## src/rtl/branch_resolve_unit.sv

```systemverilog
// EX-stage branch resolver: evaluates RV32 branch conditions, computes target/redirect,
// flags mispredicts and keeps saturating retire statistics. PIPE=1 splits the compare into halves.
module branch_resolve_unit #(
    parameter int XLEN   = 32,
    parameter int ADDR_W = 32,
    parameter int PIPE   = 1,
    parameter int CNT_W  = 16
) (
    input  logic              clk,
    input  logic              rst,
    input  logic              stall,
    input  logic              flush,
    input  logic              in_valid,
    input  logic [XLEN-1:0]   rdata1,
    input  logic [XLEN-1:0]   rdata2,
    input  logic [2:0]        br_type,
    input  logic [ADDR_W-1:0] pc,
    input  logic [ADDR_W-1:0] imm,
    input  logic              pred_taken,
    output logic              out_valid,
    output logic              br_taken,
    output logic [ADDR_W-1:0] br_target,
    output logic              mispredict,
    output logic [ADDR_W-1:0] redirect_pc,
    output logic              illegal,
    input  logic              clr_stats,
    output logic [CNT_W-1:0]  br_count,
    output logic [CNT_W-1:0]  mis_count
);
    localparam int HALF = XLEN / 2;

    logic              c_valid, c_eq, c_ltu, c_sgn1, c_sgn2, c_pred;
    logic [2:0]        c_type;
    logic [ADDR_W-1:0] c_target, c_pc4;
    logic              c_lt, c_taken, c_illegal, res_valid, retire;

    generate
        if (PIPE == 0) begin : g_single
            assign c_valid  = in_valid;
            assign c_eq     = (rdata1 == rdata2);
            assign c_ltu    = (rdata1 < rdata2);
            assign c_sgn1   = rdata1[XLEN-1];
            assign c_sgn2   = rdata2[XLEN-1];
            assign c_type   = br_type;
            assign c_target = pc + imm;
            assign c_pc4    = pc + ADDR_W'(4);
            assign c_pred   = pred_taken;
        end else begin : g_split
            logic              s1_valid, eq_hi, eq_lo, ltu_hi, ltu_lo, sgn1_q, sgn2_q, pred_q;
            logic [2:0]        type_q;
            logic [ADDR_W-1:0] target_q, pc4_q;

            // Half-width compares keep the carry chain short; stage 2 stitches them together.
            always_ff @(posedge clk or posedge rst) begin
                if (rst) begin
                    s1_valid <= 1'b0;
                    eq_hi    <= 1'b0;
                    eq_lo    <= 1'b0;
                    ltu_hi   <= 1'b0;
                    ltu_lo   <= 1'b0;
                    sgn1_q   <= 1'b0;
                    sgn2_q   <= 1'b0;
                    pred_q   <= 1'b0;
                    type_q   <= '0;
                    target_q <= '0;
                    pc4_q    <= '0;
                end else if (flush) begin
                    s1_valid <= 1'b0;
                end else if (!stall) begin
                    s1_valid <= in_valid;
                    eq_hi    <= (rdata1[XLEN-1:HALF] == rdata2[XLEN-1:HALF]);
                    eq_lo    <= (rdata1[HALF-1:0] == rdata2[HALF-1:0]);
                    ltu_hi   <= (rdata1[XLEN-1:HALF] < rdata2[XLEN-1:HALF]);
                    ltu_lo   <= (rdata1[HALF-1:0] < rdata2[HALF-1:0]);
                    sgn1_q   <= rdata1[XLEN-1];
                    sgn2_q   <= rdata2[XLEN-1];
                    pred_q   <= pred_taken;
                    type_q   <= br_type;
                    target_q <= pc + imm;
                    pc4_q    <= pc + ADDR_W'(4);
                end
            end

            assign c_valid  = s1_valid;
            assign c_eq     = eq_hi & eq_lo;
            assign c_ltu    = ltu_hi | (eq_hi & ltu_lo);
            assign c_sgn1   = sgn1_q;
            assign c_sgn2   = sgn2_q;
            assign c_type   = type_q;
            assign c_target = target_q;
            assign c_pc4    = pc4_q;
            assign c_pred   = pred_q;
        end
    endgenerate

    assign c_lt      = (c_sgn1 != c_sgn2) ? c_sgn1 : c_ltu;
    assign c_illegal = (c_type[2:1] == 2'b11);
    assign res_valid = c_valid & !flush;
    assign retire    = out_valid & !stall & !flush;

    always_comb begin
        c_taken = 1'b0;
        case (c_type)
            3'b000:  c_taken = c_eq;
            3'b001:  c_taken = !c_eq;
            3'b010:  c_taken = c_lt;
            3'b011:  c_taken = !c_lt;
            3'b100:  c_taken = c_ltu;
            3'b101:  c_taken = !c_ltu;
            default: c_taken = 1'b0;
        endcase
    end

    // Outputs are zeroed whenever no result is presented so downstream never sees stale redirects.
    always_ff @(posedge clk or posedge rst) begin
        if (rst) begin
            out_valid   <= 1'b0;
            br_taken    <= 1'b0;
            br_target   <= '0;
            mispredict  <= 1'b0;
            redirect_pc <= '0;
            illegal     <= 1'b0;
        end else if (flush || !stall) begin
            out_valid   <= res_valid;
            br_taken    <= res_valid & c_taken;
            br_target   <= res_valid ? c_target : '0;
            mispredict  <= res_valid & (c_taken != c_pred);
            redirect_pc <= res_valid ? (c_taken ? c_target : c_pc4) : '0;
            illegal     <= res_valid & c_illegal;
        end
    end

    always_ff @(posedge clk or posedge rst) begin
        if (rst) begin
            br_count  <= '0;
            mis_count <= '0;
        end else if (clr_stats) begin
            br_count  <= '0;
            mis_count <= '0;
        end else if (retire) begin
            if (br_count != {CNT_W{1'b1}})
                br_count <= br_count + CNT_W'(1);
            if (mispredict && (mis_count != {CNT_W{1'b1}}))
                mis_count <= mis_count + CNT_W'(1);
        end
    end
endmodule
```

## config.mk

```make
export PLATFORM = sky130hd
export DESIGN_NAME = branch_resolve_unit
export DESIGN_NICKNAME = d
export VERILOG_FILES = /design/src/rtl/branch_resolve_unit.sv
export SDC_FILE = /design/constraint.sdc
export NUM_CORES = 1
export LEC_CHECK = 0
export ABC_AREA = 1
export CAP_MARGIN = 15
export CORE_ASPECT_RATIO = 1.5
export CORE_MARGIN = 2
export CORE_UTILIZATION = 47
export DETAILED_ROUTE_END_ITERATION = 16
export PLACE_DENSITY_LB_ADDON = 0.15
export RECOVER_POWER = 25
export SLEW_MARGIN = 20
export SYNTH_ARGS = -nofsm -noshare
export SYNTH_HDL_FRONTEND = slang
export SYNTH_SLANG_ARGS = --single-unit
```

## constraint.sdc

```tcl
create_clock -name clk -period 8.25 [get_ports clk]
set_clock_uncertainty 0.15 [all_clocks]
set_input_delay 1.65 -clock clk [delete_from_list [all_inputs] [get_ports clk]]
set_output_delay 1.65 -clock clk [all_outputs]
set_load 0.1 [all_outputs]
```

## Word level (Yosys, flattened, before mapping)

Index checks and enable logic that the tools add are counted.

| storage, ports and cells | value |
|---|---|
| input bits | 138 |
| word-level logic and storage cells | 76 |
| flip-flop bits (word level) | 175 |
| output and inout bits | 100 |

| operators by class | value |
|---|---|
| equality and inequality tests | 13 |
| reduce and logical (&&, ||, !) cells | 14 |
| add/subtract/negate cells | 4 |
| mux-type cells | 13 |
| bitwise logic cells | 11 |
| $lt $le $gt $ge | 2 |

Operator list:

| kind | count |
|---|---|
| 16-bit two-way mux | 6 |
| 32-bit two-way mux | 3 |
| 16-bit by 1-bit adder with 16-bit output (second input constant) | 2 |
| 32-bit by 3-bit adder with 32-bit output (second input constant) | 1 |
| 32-bit adder | 1 |
| 16-bit equality test | 2 |
| 16-bit < comparator | 2 |
| 16-bit != test (second input constant) | 2 |
| 1-bit AND | 8 |
| 3-bit by 2-bit equality test with 1-bit output (second input constant) | 2 |
| 3-bit equality test (second input constant) | 2 |
| 1-bit case mux with 6 select lines | 1 |
| 2-bit AND reduction | 3 |
| 2-bit nonzero test | 3 |
| 1-bit zero test | 5 |
| 3-bit by 1-bit equality test with 1-bit output (second input constant) | 1 |
| 3-bit zero test | 1 |
| 1-bit two-way mux | 3 |
| 2-bit equality test (second input constant) | 1 |
| 1-bit != test | 2 |
| 2-bit by 1-bit != test with 1-bit output (second input constant) | 1 |
| 1-bit NOT | 2 |
| 1-bit logical AND | 1 |
| 1-bit logical OR | 1 |
| 1-bit OR | 1 |

## Logic depth before layout (Yosys ltp)

Gate-level depths: netlist of run 1.

| depth | value |
|---|---|
| word-level depth | 7 |
| gate-level depth with buffers | 12 |
| mapped depth without buffers | 12 |

## Worst setup path after synthesis of run 1

No wires, ideal clock.

| path | value |
|---|---|
| path kind | in2reg |
| start point | input port pc[0] |
| end point | register g_split.target_q[12], in the netlist c_target[12] |
| required time | 7.970 ns |
| path slack | 4.866 ns |
| buffers on the path | 0 |
| arrival time | 3.104 ns |
| stages on the path | 9 |
| cell sequence | ha_1 -> fa_1 -> nand3_1 -> nand3_1 -> nand3_1 -> nand3_1 -> or2_2 -> nand3_1 -> o21ai_0 |

| between the ends | value |
|---|---|
| cells in the longest elaborated chain, start to end | 1 |

RTL lines:

| item | line | source |
|---|---|---|
| from (decl) | 17 | `input logic [ADDR_W-1:0] pc,` |
| 32-bit adder | 79 | `target_q <= pc + imm;` |
| to (signal assigned) | 79 |  |
| to (decl) | 51 | `logic [ADDR_W-1:0] target_q, pc4_q;` |

No other way between the ends.
A chain may end at the register's enable or synchronous reset.

==> results of run 1 <==
## tightest hold or removal path: stages, from the launching register on
cell and delay (ps):
dfrtp_1 340, nand2_1 60, nand2_1 50
## synth_stat cells, drive strengths merged (3+ instances only)
library cell	n	share of area, %
nand2	589	19
inv	260	8.5
dfrtp	175	38
nor2	115	4.0
o21ai	108	4.8
nand3	87	4.1
ha	66	7.1
a21oi	40	1.8
nand4	26	1.4
nor3	25	1.3
o211ai	24	2.0
clkbuf	23	0.75
xor2	22	1.7
xnor2	18	1.4
buf	16	0.90
a22o	9	0.68
nand3b	5	0.32
o22ai	5	0.27
o31ai	5	0.32
a31oi	3	0.16
o21bai	3	0.29
## routing by layer
metal  vias to the layer above  global-route usage, %
li1                       5636                      -
met1                      5121                   32.1
met2                       307                   46.2
met3                        64                   2.89
met4                         0                   9.06
met5                         -                      0
## cell type report
cell class                 count  area [um^2]  share of cell area (%)
multi-input combinational   1165         6030                    40.7
sequential                   175         4380                    29.6
clock buffer                  20          447                    3.02
clock inverter                11          141                   0.955
tap                          324          405                    2.74
timing repair buffer         244         2420                    16.4
inverter                     260          980                    6.62
## registers in the layout, indices dropped and copies added (netlist names), 3 cells and up
register     cells
redirect_pc     32
br_count        16
mis_count       16
br_target       32
c_type           3
c_pc4           32
c_target        32
## power by group through the flow
| stage | Combinational [mW] | Clock [mW] | Sequential (mW) |
|---|---|---|---|
| 2_1_floorplan | 0.335 | 0 | 1.05 |
| 3_3_place_gp | 0.590 | 0 | 0.978 |
| 3_5_place_dp | 0.599 | 0 | 0.980 |
| 4_1_cts | 0.602 | 0.823 | 0.965 |
| 5_1_grt | 0.671 | 0.858 | 0.974 |
| 6_report | 0.599 | 0.810 | 0.966 |
## placed cells by master, fill, tap and decap left out, types with 3 or more instances in the layout
master and instances:
a21oi_1 39, a22o_1 9, a31oi_1 3, buf_4 7
bufinv_16 3, clkbuf_16 17, clkdlybuf4s50_1 236, clkinv_2 5
clkinv_4 3, dfrtp_1 175, ha_1 66, inv_1 256
nand2_1 584, nand2_4 3, nand3_1 80, nand3_2 7
nand3b_1 5, nand4_1 26, nor2_1 108, nor2_2 3
nor2_4 4, nor3_1 22, o211ai_1 14, o211ai_2 10
o21ai_0 100, o21ai_1 3, o21ai_2 5, o22ai_1 5
o31ai_1 5, xnor2_1 18, xor2_1 22
## final timing paths
check,start,to,slack [ps],depth (start not counted)
min reg2reg,redirect_pc[25],redirect_pc[25],330,2
max,rst,c_pc4[24],2830,3
max reg2reg,br_count[0],br_count[9],6020,10
min,redirect_pc[25],redirect_pc[25],330,2
max in group clk,flush,br_target[28],3880,8
min in group asynchronous,rst,br_count[3],2770,2
## per-stage QoR
step | hold WS (ps) | total power, mW | utilization (%) | cell area (um^2) | worst slack [ps]
6_report | 328 | 2.38 | 61.0 | 14800 | 2830
5_1_grt | 356 | 2.50 | 61.0 | 14800 | 1950
4_1_cts | 334 | 2.39 | 61.0 | 14800 | 3990
3_5_place_dp | 313 | 1.58 | 58.6 | 14200 | 3560
3_3_place_gp | 306 | 1.57 | 58.6 | 14200 | 3600
2_1_floorplan | 292 | 1.38 | - | 11600 | 1700
## cell families (layout without fill, tap and decap cells)
group,count (synthesis),in the layout,share of synthesized area (%)
compound gates,204,204,10.8
xor+xnor,40,40,3.03
simple gates,854,854,30.8
fa+ha+maj,67,67,7.31
flops,175,175,37.9
buf+inv,299,535,10.1
==> out/metrics.cfg, run 1 <==
[power_and_ir_drop]
power.share.combinational_pct = 25.2
internal_power_mw = 1.61
peakVddDrop_uv = 126
power.switching_uw = 763
switching_share_pct = 32.1
power.leakage_nw = 7.49
clockPowerShare_pct = 34.1
power_density_mw_per_mm2 = 160
p_seq_share_pct = 40.7

[synth]
netlist_instances = 1639
synth_flop_cell = dfrtp_1
avgSynthCellArea_um2 = 7.06
synth.ff_latch_count = 175
synthesis.area_mm2 = 0.0116
synth_cell_types = 48
synth-edff-count = 0
ys_async_sr_fraction_pct = 100
ys_seq_area_share_pct = 37.9
synth_warnings = 0
syn_nets = 1844

[routing]
viasPerCell = 5.06
drtIter0Drc = 654
drc_errors = 0
route.met3.wl_mm = 1.42
antenna_left = 0
m1WireLength_mm = 13.6
drt-pass1-iter-count = 5
num_vias = 11100
wl_met2_mm = 16.4
wl_mm = 32.4
wl_per_cell_um = 14.7
top_layer_used = met4

[setup_path]
critical_path_class = in2async
critPathBufInv = 3
start_kind = input port
cp_slowest_cell = clkinvlp_2
critical_path.cell_chain = clkdlybuf4s50_1 > clkinvlp_2 > buf_4
worstPathArrival_ps = 5700
end_kind = asynchronous set/reset pin
cpPeakStageDelay_ps = 2510
worstPathMaxFanout = 102
cp_top_family = buffers and inverters
cp.required_ps = 8520

[floorplan]
start_util_pct = 47.7
die_w_um = 132
rows = 70
ioPinCount = 238
die_area_mm2 = 0.0259
coreArea_mm2 = 0.0243
chipHeight_um = 196

[timing]
finalHoldViolations = 0
drv_slew = 103
rsz0062_at_grt = false
fmax_mhz = 184
fin_tns_setup_ps = 0
finalCritPeriodShare_pct = 65.8
worstMarginPinSlew_ps = 4500
setup_violations = 0
fin_crit_ps = 5420
slew_headroom_pct = -202

[cells_and_area]
antenna_cells = 0
area_growth_pct = 28.0
fillers = 2273
fin_cells = 2199
fin_nets = 2068
drive_above_1_share_pct = 4.43

[clock_tree]
cts_tree = built
cts_resized = 0
cts_buffers = 17
clock-sinks = 175
ctsHoldBuffers = 0
cts_buffer_depth = 2
clock-root-buffer = clkbuf_16
clkTransAtPathRegs_ps = 60
cts_setup_buffers = 0
htreeDepth = 4
clk_latency_ps = 420

[grt]
grt_pass1_wl_mm = 53.7
grt_pass1_vias = 10900
overflow = 0
grt_antenna_before_repair = 0
grtUsageTotal_pct = 25.8
grt_max_degree = 103

[run]
maxCapViolCount = 1

[placement]
place_inst = 2168
port_buffers = 237
hpwl_mm = 25.6
gp_congestion = 0.954

[outcome]
violations = capacitance limit, slew limit
status = complete, but fails checks

[min_path]
min_path_type = reg2reg

Note: power is estimated with default switching activity, not from simulation.
==> inputs of run 2 (changes only) <==
clock period = 4.8 ns   (was 8.25 ns; I/O delays follow)
==> run 2 against run 1 <==
- sequential power grew 72%
- flip-flop and latch count did not move
- via count rose by 0.43%
- final cell count about the same
- the flow now finishes without violations
- largest power group unchanged
- largest cell class unchanged
- power up 83%
- sequential share of layout area down 0.23 points
- cell area rose by 0.79%
- hold slack barely moved
- clock-buffer cell count shrank 3
- routed wire length is 1.0% higher
- clock power grew 100%
- first-iteration DRC count is 17% lower
==> out/metrics.cfg, run 2 (synthesis gave the netlist of run 1 again) <==
[outcome]
status = finished clean  ; was complete, but fails checks

[setup_path]
end_kind = asynchronous set/reset pin  ; unchanged
cp_slowest_cell = clkbuf_4  ; was clkinvlp_2
critical_path_class = in2async  ; unchanged
worstPathArrival_ps = 3600  ; was 5700 ps
critical_path.cell_chain = dlygate4sd3_1 > clkinvlp_2 > clkbuf_4  ; was clkdlybuf4s50_1 > clkinvlp_2 > buf_4
critPathBufInv = 3  ; unchanged
worstPathMaxFanout = 106  ; was 102
cp_top_family = buffers and inverters  ; unchanged
start_kind = input port  ; unchanged
cp.required_ps = 4950  ; was 8520 ps
cpPeakStageDelay_ps = 1250  ; was 2510 ps

[clock_tree]
cts_resized = 0  ; unchanged
clock-sinks = 175  ; unchanged
htreeDepth = 4  ; unchanged
ctsHoldBuffers = 0  ; unchanged
cts_tree = built  ; unchanged
clkTransAtPathRegs_ps = 60  ; about the same
clock-root-buffer = clkbuf_16  ; unchanged
clk_latency_ps = 430  ; was 420 ps
cts_buffer_depth = 2  ; unchanged
cts_setup_buffers = 0  ; unchanged
cts_buffers = 17  ; unchanged

[timing]
fin_tns_setup_ps = 0  ; unchanged
rsz0062_at_grt = false  ; unchanged
setup_violations = 0  ; unchanged
slew_headroom_pct = 5.78  ; was -202%
finalCritPeriodShare_pct = 71.9
fmax_mhz = 290
fin_crit_ps = 3450
drv_slew = 0  ; was 103
finalHoldViolations = 0  ; unchanged
worstMarginPinSlew_ps = 1410  ; was 4500 ps
hold_slack_ps = 328  ; about the same

[placement]
port_buffers = 237  ; unchanged
gp_congestion = 0.976  ; was 0.954
dpl-instance-area_mm2 = 0.0142  ; about the same
hpwl_mm = 25.8  ; was 25.6 mm
place_inst = 2169  ; was 2168

[min_path]
min_path_type = reg2reg  ; unchanged

[power_and_ir_drop]
power.switching_mw = 1.35  ; was 763 uW
peakVddDrop_uv = 233  ; was 126 uV
p_seq_share_pct = 38.4  ; was 40.7%
switching_share_pct = 31.2  ; was 32.1%
power.share.combinational_pct = 23.8  ; was 25.2%
internal_power_mw = 2.98  ; was 1.61 mW
clockPowerShare_pct = 37.8  ; was 34.1%
power_density_mw_per_mm2 = 291  ; was 160 mW/mm^2
power.leakage_nw = 7.53  ; was 7.49 nW

[routing]
drtIter0Drc = 541  ; was 654
drt-pass1-iter-count = 5  ; unchanged
viasPerCell = 5.08  ; was 5.06
wl_per_cell_um = 14.9  ; was 14.7 um
antenna_left = 0  ; unchanged
num_vias = 11200  ; was 11100
wl_mm = 32.7  ; was 32.4 mm
drc_errors = 0  ; unchanged

[cells_and_area]
final_cell_area_mm2 = 0.0149  ; was 0.0148 mm^2
fin_nets = 2069  ; was 2068
drive_above_1_share_pct = 4.58  ; was 4.43%
fillers = 2333  ; was 2273
area_growth_pct = 29.0  ; was 28.0%
final_common_cell = nand2_1  ; unchanged
antenna_cells = 0  ; unchanged
final_cell_mix = nand2_1 (584), inv_1 (256), clkdlybuf4s50_1 (235)  ; was nand2_1 (584), inv_1 (256), clkdlybuf4s50_1 (236)
fin_cells = 2201  ; was 2199

[floorplan]
ioPinCount = 238  ; unchanged
coreArea_mm2 = 0.0243  ; unchanged
die_w_um = 132  ; unchanged
start_util_pct = 47.7  ; unchanged
chipHeight_um = 196  ; unchanged
rows = 70  ; unchanged
die_area_mm2 = 0.0259  ; unchanged

[grt]
grt_antenna_before_repair = 0  ; unchanged
grt_pass1_wl_mm = 53.6  ; was 53.7 mm
grt_pass1_vias = 10800  ; was 10900
overflow = 0  ; unchanged
grt_max_degree = 107  ; was 103
grtUsageTotal_pct = 25.8  ; about the same

[run]
maxCapViolCount = 0  ; was 1

run 2: cell count changes in the layout (fill, tap and decap cells not counted), moves of 2 or more:
cell        change
clkinv_2        -5
bufinv_16       +4
clkbuf_1        -2
clkinvlp_4      +2
inv_8           +2
run 2: final cells by class:
class,count,area [um^2],area share [%]
Clock buffer,17,425,2.85
Multi-Input combinational cell,1165,6020,40.3
Timing Repair Buffer,245,2430,16.3
Sequential cell,175,4380,29.3
Tap cell,324,405,2.72
Inverter,260,980,6.57
Clock inverter,15,283,1.90
run 2: worst paths after layout:
path | cells past startpoint | startpoint | slack (ps) | end
max | 3 | rst | 1350 | c_pc4[27]
min reg2reg | 2 | c_pc4[1] | 330 | c_pc4[1]
max reg2reg | 10 | br_count[0] | 2620 | br_count[9]
min | 2 | c_pc4[1] | 330 | c_pc4[1]
min in group asynchronous | 2 | rst | 1110 | br_target[4]
max in group clk | 10 | flush | 1360 | mis_count[12]
run 2: power groups by stage:
| stage | clock (mW) | sequential, mW | combinational [mW] |
|---|---|---|---|
| 2_1_floorplan | 0 | 1.80 | 0.576 |
| 3_3_place_gp | 0 | 1.68 | 1.02 |
| 3_5_place_dp | 0 | 1.69 | 1.03 |
| 4_1_cts | 1.67 | 1.66 | 1.04 |
| 5_1_grt | 1.74 | 1.68 | 1.15 |
| 6_report | 1.64 | 1.66 | 1.03 |
run 2: worst reg2reg max path, cell delays in order, from the launching register on:
cell,delay [ps]
dfrtp_1,410
ha_1,240
nand2_1,100
inv_2,50
nand2_2,90
nor2_2,70
nand3_2,100
nor2_1,50
nor2_1,520
nand4_1,180
a21oi_1,160
run 2: metal layers:
metal  global-route usage [%]  share of wire [%]  up-vias
met5                        0                  0        -
met4                     11.2                4.1        0
met3                     2.95                4.1       76
met2                     45.9                 50      303
met1                     31.5                 42     5171
li1                         -                  -     5626
run 2: through the flow:
stage	util (%)	total power, mW	setup slack (ps)
finish	61.5	4.34	1350
floorplan	-	2.38	1450
global route	61.5	4.56	867
detailed placement	58.7	2.72	1390
CTS	61.6	4.37	1610
global placement	58.7	2.70	1400
